**config.mk**
```make
export PLATFORM = sky130hd
export DESIGN_NAME = shared_serial_comparator
export DESIGN_NICKNAME = d
export VERILOG_FILES = /design/src/rtl/shared_serial_comparator.sv
export SDC_FILE = /design/constraint.sdc
export NUM_CORES = 1
export LEC_CHECK = 0
export CAP_MARGIN = 20
export CORE_UTILIZATION = 49
export DETAILED_ROUTE_END_ITERATION = 16
export GPL_ROUTABILITY_DRIVEN = 0
export PLACE_DENSITY_LB_ADDON = 0.2
export SYNTH_ARGS = -nofsm -noshare
export SYNTH_HDL_FRONTEND = slang
export SYNTH_SLANG_ARGS = --single-unit
export TNS_END_PERCENT = 20
```
**constraint.sdc**
```tcl
create_clock -name clk -period 2.55 [get_ports clk]
set_input_delay 0.51 -clock clk [delete_from_list [all_inputs] [get_ports clk]]
set_output_delay 0.51 -clock clk [all_outputs]
set_load 0.05 [all_outputs]
```
**src/rtl/shared_serial_comparator.sv**
```systemverilog
// Round-robin sequencer that shares one 1-bit cascade magnitude-comparator cell
// between two requesters, comparing WIDTH-bit unsigned operands LSB first.

module bit_comparator (
  input  logic a_i,
  input  logic b_i,
  input  logic e_i,
  input  logic l_i,
  input  logic g_i,
  output logic e_o,
  output logic l_o,
  output logic g_o
);

  logic same;

  // A differing bit at this position overrides whatever the lower bits decided.
  assign same = ~(a_i ^ b_i);
  assign e_o  = same & e_i;
  assign l_o  = (~a_i & b_i) | (same & l_i);
  assign g_o  = (a_i & ~b_i) | (same & g_i);

endmodule

module shared_serial_comparator #(
  parameter int unsigned WIDTH = 8
) (
  input  logic             clk,
  input  logic             rst,
  input  logic             req0,
  input  logic [WIDTH-1:0] a0,
  input  logic [WIDTH-1:0] b0,
  input  logic             req1,
  input  logic [WIDTH-1:0] a1,
  input  logic [WIDTH-1:0] b1,
  output logic             gnt0,
  output logic             gnt1,
  output logic             busy,
  output logic             done,
  output logic             done_id,
  output logic             eq,
  output logic             lt,
  output logic             gt
);

  localparam int unsigned CNT_W = $clog2(WIDTH) + 1;

  typedef enum logic [1:0] {
    S_IDLE = 2'd0,
    S_RUN  = 2'd1,
    S_FIN  = 2'd2
  } state_e;

  state_e             state_q, state_d;
  logic [WIDTH-1:0]   a_sh_q, a_sh_d;
  logic [WIDTH-1:0]   b_sh_q, b_sh_d;
  logic               e_q, e_d, l_q, l_d, g_q, g_d;
  logic [CNT_W-1:0]   cnt_q, cnt_d;
  logic               cur_id_q, cur_id_d;
  logic               last_id_q, last_id_d;
  logic               done_id_q, done_id_d;
  logic               eq_q, eq_d, lt_q, lt_d, gt_q, gt_d;
  logic               pick1;
  logic               cell_e, cell_l, cell_g;

  bit_comparator u_cell (
    .a_i (a_sh_q[0]),
    .b_i (b_sh_q[0]),
    .e_i (e_q),
    .l_i (l_q),
    .g_i (g_q),
    .e_o (cell_e),
    .l_o (cell_l),
    .g_o (cell_g)
  );

  // Next-state, grant arbitration and datapath updates.
  always_comb begin
    state_d   = state_q;
    a_sh_d    = a_sh_q;
    b_sh_d    = b_sh_q;
    e_d       = e_q;
    l_d       = l_q;
    g_d       = g_q;
    cnt_d     = cnt_q;
    cur_id_d  = cur_id_q;
    last_id_d = last_id_q;
    done_id_d = done_id_q;
    eq_d      = eq_q;
    lt_d      = lt_q;
    gt_d      = gt_q;
    pick1     = 1'b0;
    gnt0      = 1'b0;
    gnt1      = 1'b0;
    busy      = 1'b0;
    done      = 1'b0;

    case (state_q)
      S_IDLE: begin
        if (req0 || req1) begin
          // On a tie, the requester that was not served last wins.
          pick1     = req1 && (!req0 || !last_id_q);
          gnt0      = !pick1;
          gnt1      = pick1;
          a_sh_d    = pick1 ? a1 : a0;
          b_sh_d    = pick1 ? b1 : b0;
          e_d       = 1'b1;
          l_d       = 1'b0;
          g_d       = 1'b0;
          cnt_d     = '0;
          cur_id_d  = pick1;
          last_id_d = pick1;
          state_d   = S_RUN;
        end
      end
      S_RUN: begin
        busy   = 1'b1;
        e_d    = cell_e;
        l_d    = cell_l;
        g_d    = cell_g;
        a_sh_d = a_sh_q >> 1;
        b_sh_d = b_sh_q >> 1;
        cnt_d  = cnt_q + CNT_W'(1);
        if (cnt_q == CNT_W'(WIDTH - 1)) begin
          state_d = S_FIN;
        end
      end
      S_FIN: begin
        done      = 1'b1;
        done_id_d = cur_id_q;
        eq_d      = e_q;
        lt_d      = l_q;
        gt_d      = g_q;
        state_d   = S_IDLE;
      end
      default: begin
        state_d = S_IDLE;
      end
    endcase
  end

  always_ff @(posedge clk) begin
    if (rst) begin
      state_q   <= S_IDLE;
      a_sh_q    <= '0;
      b_sh_q    <= '0;
      e_q       <= 1'b1;
      l_q       <= 1'b0;
      g_q       <= 1'b0;
      cnt_q     <= '0;
      cur_id_q  <= 1'b0;
      last_id_q <= 1'b1;
      done_id_q <= 1'b0;
      eq_q      <= 1'b0;
      lt_q      <= 1'b0;
      gt_q      <= 1'b0;
    end else begin
      state_q   <= state_d;
      a_sh_q    <= a_sh_d;
      b_sh_q    <= b_sh_d;
      e_q       <= e_d;
      l_q       <= l_d;
      g_q       <= g_d;
      cnt_q     <= cnt_d;
      cur_id_q  <= cur_id_d;
      last_id_q <= last_id_d;
      done_id_q <= done_id_d;
      eq_q      <= eq_d;
      lt_q      <= lt_d;
      gt_q      <= gt_d;
    end
  end

  assign done_id = done_id_q;
  assign eq      = eq_q;
  assign lt      = lt_q;
  assign gt      = gt_q;

endmodule

```
=== After elaboration in Yosys (flattened, before gate mapping) ===
Index checks and enable logic that the tools add are counted.

* Register bits after elaboration: 31
* Input port bits: 36

* Add/sub/neg operators: 1
* Bitwise gates (word level): 11
* Eq/ne operators: 5
* Multiplexer cells: 22
* Reductions and logical operators: 11

{| class="wikitable"
|+ Operators with widths
! cell !! number
|-
| 2-to-1 mux 8 bit || 4
|-
| one-hot mux 8 bit (2 select lines) || 2
|-
| 2-to-1 mux 1 bit || 8
|-
| one-hot mux 4 bit (2 select lines) || 1
|-
| one-hot mux 1 bit (2 select lines) || 3
|-
| AND reduction 2 bit || 3
|-
| bitwise AND 1 bit || 5
|-
| adder 4 x 1 -> 4 bit (second input constant) || 1
|-
| equality test 4 x 3 -> 1 bit (second input constant) || 1
|-
| 2-to-1 mux 2 bit || 2
|-
| 2-to-1 mux 4 bit || 1
|-
| != test 2 bit (second input constant) || 2
|-
| one-hot mux 2 bit (2 select lines) || 1
|-
| logical NOT 1 bit || 3
|-
| inverter 1 bit || 3
|-
| equality test 2 x 1 -> 1 bit (second input constant) || 1
|-
| equality test 2 bit (second input constant) || 1
|-
| logical NOT 2 bit || 1
|-
| logical OR 1 bit || 2
|-
| bitwise OR 1 bit || 2
|-
| nonzero test 2 bit || 1
|-
| logical AND 1 bit || 1
|-
| XOR 1 bit || 1
|}

=== Longest topological paths before layout ===
* Depth after elaboration: 6
* Depth in mapped cells: 6

=== By module ===
Synthesis repeated with hierarchy kept, for this count alone.

* Cell total of the unflattened synthesis: 151
* Area, all modules: 1536.5 sq um

{| class="wikitable"
|+ By module, submodules not included
! module !! sequential area each (sq um) !! area an instance (sq um) !! cells each !! times used
|-
| shared_serial_comparator || 620.6 || 1482.7 || 144 || 1
|-
| bit_comparator || 0.0 || 53.8 || 7 || 1
|}

=== Least setup slack after synthesis ===
No wires, ideal clock.

* Path type: input-to-output
* From: input req1
* To: output gnt0
* Stages on the path: 2
* Path buffers: 0
* Arrival: 1.906 ns
* Path slack: 0.134 ns
* Cells stage by stage: a21boi_2 nor3_1

* Word-level cells in the longest chain between the ends: 4

{| class="wikitable"
|+ RTL lines
! item !! line !! RTL
|-
| from (decl) || 33 || <nowiki>input logic req1,</nowiki>
|-
| logical AND 1 bit || 102 || <nowiki>pick1 = req1 && (!req0 || !last_id_q);</nowiki>
|-
| logical NOT 1 bit || 103 || <nowiki>gnt0 = !pick1;</nowiki>
|-
| 2-to-1 mux 1 bit (*) || 100 || <nowiki>if (req0 || req1) begin</nowiki>
|-
| 2-to-1 mux 1 bit (*) || 98 || <nowiki>case (state_q)</nowiki>
|-
| to (decl) || 36 || <nowiki>output logic gnt0,</nowiki>
|}

Every way passes the cells marked *; elsewhere a longest branch is shown, timed or not.

=== Worst setup path in the final report ===
* From: input req1
* To: output gnt1

* Word-level cells in the longest chain between the ends: 3

{| class="wikitable"
|+ RTL lines
! item !! line !! RTL
|-
| logical AND 1 bit / logical OR 1 bit (equally long branches) || 102, 100 ||
|-
| 2-to-1 mux 1 bit (*) || 100 ||
|-
| 2-to-1 mux 1 bit (*) || 98 ||
|-
| to (decl) || 37 || <nowiki>output logic gnt1,</nowiki>
|}

Marks and branches as above.

==> metrics.md <==
| Metric | Value |
|---|---|
| Half-perimeter wire length after placement | 2220 um |
| IO Count | 44 |
| Antenna violations before repair | 0 |
| Die area | 0.00316 mm^2 |
| Status | finished clean |
| Vias/cell | 5.70 |
| Worst Path Required | 2.04 ns |
| Worst setup path class | in2out |
| Clock sinks | 31 |
| Hold WC Path Type | reg2reg |
| Largest net degree at the start of global routing | 32 |
| Port bufs | 43 |
| Routed WL per cell | 13.9 um |
| Yosys reg bits | 31 |
| Crit-path max cell delay | 0.50 ns |
| Clock-pin slew on the worst setup and hold paths | 0.10 ns |
| Rel. slew slack | 55.0% |
| PostCTS Resize Cnt | 0 |
| Tmin final | 2.32 ns |
| Reg2Reg Setup Slack | 0.97 ns |
| Min Hold Slack | 0.484 ns |
| Drt total wl | 3050 um |
| Count of cell types in the netlist | 31 |
| Fin nets | 226 |
| Max-cap viol count | 0 |
| # DRC | 0 |
| Synth Warn # | 0 |
| Worst r2r src | state_q[0]$_SDFFE_PP0P_ |
| Crit path DAT | 1.81 ns |
| Critical Path End | gnt1 |
| H-tree depth | 2 |
| Clk_lat worst skew | 0.33 ns |
| Seq/Total Area, Yosys | 43.1% |
| Number of global-route vias before repair | 1216 |
| Worst r2r path cells | 3 |
| CTS tree | done |
| Pwr dens | 586 mW/mm^2 |
| Synth top area share | 43.1% |
| Met2 WL post-DR | 1620 um |
| Final Hold Viols | 0 |
| Yosys top cell by area | dfxtp_1 |
| GRT Util Overall | 21.7% |
| N_diodes | 0 |
| Row count | 19 |
| Final setup viols | 0 |
| Fmax | 430 MHz |
| Async set or reset register ratio after synthesis | 0% |
| Initial Util | 51.8% |
| Hold_buf cts | 0 |
| Syn Nets | 184 |
| Antenna-violating nets left | 0 |
| First-pass GRT wire length | 5330 um |
| Final setup TNS | 0 ns |
| Unrepaired setup endpoints after global routing | no |
| CP Cell Sequence | clkdlybuf4s50_1 > a21boi_2 > and2b_1 > buf_12 |
| Worst Setup Start Kind | input port |
| Crit path from | req1 |
| R2R Path End | b_sh_q[1]$_SDFFE_PP0P_ |
| Tot Pwr | 1.15 mW |
| Number of clock buffers inserted by TritonCTS | 5 |
| Slowest cell on the critical path | clkdlybuf4s50_1 |
| Cell Count Post-Placement | 211 |
| Met1 WL | 1250 um |
| CTS Buffer Depth | 2 |
| DR top layer | met4 |
| Post-Syn Area | 0.00144 mm^2 |
| Number of flops mapped to enable cells by yosys | 0 |
| Dominant synthesized flop cell | dfxtp_1 |
| Post-CTS Setup Inserts | 0 |
| Drt first pass iters | 6 |
| Slew Limit Fails | 0 |
| Leading post-synthesis cells by cell area | dfxtp_1, mux2i_1, o22ai_2 |
| Synth-to-layout area growth | 36.6% |
| Worst setup EP type | output pin |
| Final global-route overflow total | 0 |
| Vias | 1248 |
| VDD IR max | 0.000491 V |
| Syn Area/Cell | 9.93 um^2 |
| Cells after Synth | 145 |
| Die Height | 56.2 um |
| Horiz. Die Dim | 56.2 um |
| Fraction of layout cells with a size suffix above 1 | 14.4% |
| Post-route insts no fill | 219 |
| Initial DRC Count | 26 |
| Tcrit/Tclk final | 91.1% |
| Clock skew | 0.00776 ns |
| Core ar. | 0.00278 mm^2 |
| Slew of the pin with the lowest slew margin | 0.675 ns |
| Met3 routed WL | 137 um |
| CTS root buffer | clkbuf_4 |
| CP Max Fanout | 5 |
| Static leakage | 0.731 nW |
[worst max-delay path, delay by kind of cell]
family	cells	cell delay, ns
buffers and inverters	2	0.67
and+or+nand+nor	1	0.32
AOI/OAI and AO/OA	1	0.31
[logic make-up (layout without fill, tap and decap cells)]
logic type / count (synthesis) / in the layout / synth area share (%)
AO/OA/AOI/OAI: 44 / 44 / 24.7
AND/OR/NAND/NOR: 32 / 32 / 11.0
flip-flops: 31 / 31 / 43.1
multiplexers: 18 / 18 / 12.5
buffers and inverters: 16 / 59 / 5.47
adder cells (fa/ha/maj): 3 / 3 / 2.61
XOR/XNOR: 1 / 1 / 0.608
[per-stage QoR]
stage	worst slack, ns	cell area, um^2	util [%]
2_1_floorplan	0.134	1440	-
3_3_place_gp	0.315	1880	67.6
3_5_place_dp	0.241	1880	67.6
4_1_cts	0.220	1970	70.7
5_1_grt	0.146	1970	70.7
6_report	0.226	1970	70.7
[Yosys cell counts, types with 2 or more instances]
cell type  number
nor2_1          8
or2_0           2
ha_1            3
nand3b_1        2
dfxtp_1        31
a21oi_1         9
o22ai_1         4
a22oi_1        16
o22ai_2        10
clkbuf_1        3
nand3_1         2
inv_1           4
buf_2           6
o211ai_1        2
mux2i_1        18
nand2_1         7
nor3_1          4
[worst min path at each step]
stage | start | endpoint | slack [ns] | cells after the start
after global placement | a_sh_q[7]$_SDFFE_PP0P_ | a_sh_q[7]$_SDFFE_PP0P_ | 0.45 | 2
after global routing | a_sh_q[7]$_SDFFE_PP0P_ | a_sh_q[7]$_SDFFE_PP0P_ | 0.51 | 2
after detailed placement | b_sh_q[7]$_SDFFE_PP0P_ | b_sh_q[7]$_SDFFE_PP0P_ | 0.46 | 2
after floorplan | a_sh_q[7]$_SDFFE_PP0P_ | a_sh_q[7]$_SDFFE_PP0P_ | 0.43 | 2
final | a_sh_q[7]$_SDFFE_PP0P_ | a_sh_q[7]$_SDFFE_PP0P_ | 0.48 | 2
after CTS | b_sh_q[7]$_SDFFE_PP0P_ | b_sh_q[7]$_SDFFE_PP0P_ | 0.49 | 2
[where the power goes]
part | leakage, nW | internal [mW] | switching (mW)
logic | 0.429 | 0.112 | 0.104
clock network | 0.0482 | 0.232 | 0.171
registers | 0.254 | 0.515 | 0.0196
total | 0.731 | 0.858 | 0.295
[registers in the layout, indices dropped and copies added, names as in the netlist, 2 cells and up]
name,count
b_sh_q,8
a_sh_q,8
state_q,2
cnt_q,4
[layout by cell type (no fill, tap or decap), types with 2 or more instances in the layout]
cell type	n
a21oi_1	9
a22oi_1	16
buf_4	6
clkbuf_4	5
clkdlybuf4s50_1	40
dfxtp_1	31
ha_1	3
inv_1	4
mux2i_1	18
nand2_1	7
nand3_1	2
nand3b_1	2
nor2_1	8
nor3_1	4
o211ai_1	2
o22ai_1	4
o22ai_2	10
or2_0	2
[final cells by class]
cell class	count	area, um^2
Timing Repair Buffer	47	465
Clock buffer	6	51.3
Sequential cell	31	621
Multi-Input combinational cell	98	741
Inverter	4	15.0
Fill cell	206	815
Clock inverter	2	35.0
Tap cell	31	38.8
[metal layers]
| metal | vias to the layer above | GRT usage [%] |
|---|---|---|
| met5 | - | 0 |
| met3 | 5 | 6.28 |
| met4 | 0 | 6.27 |
| met1 | 595 | 24.6 |
| met2 | 34 | 39.1 |
| li1 | 614 | - |
(Power assumes the default switching activity.)
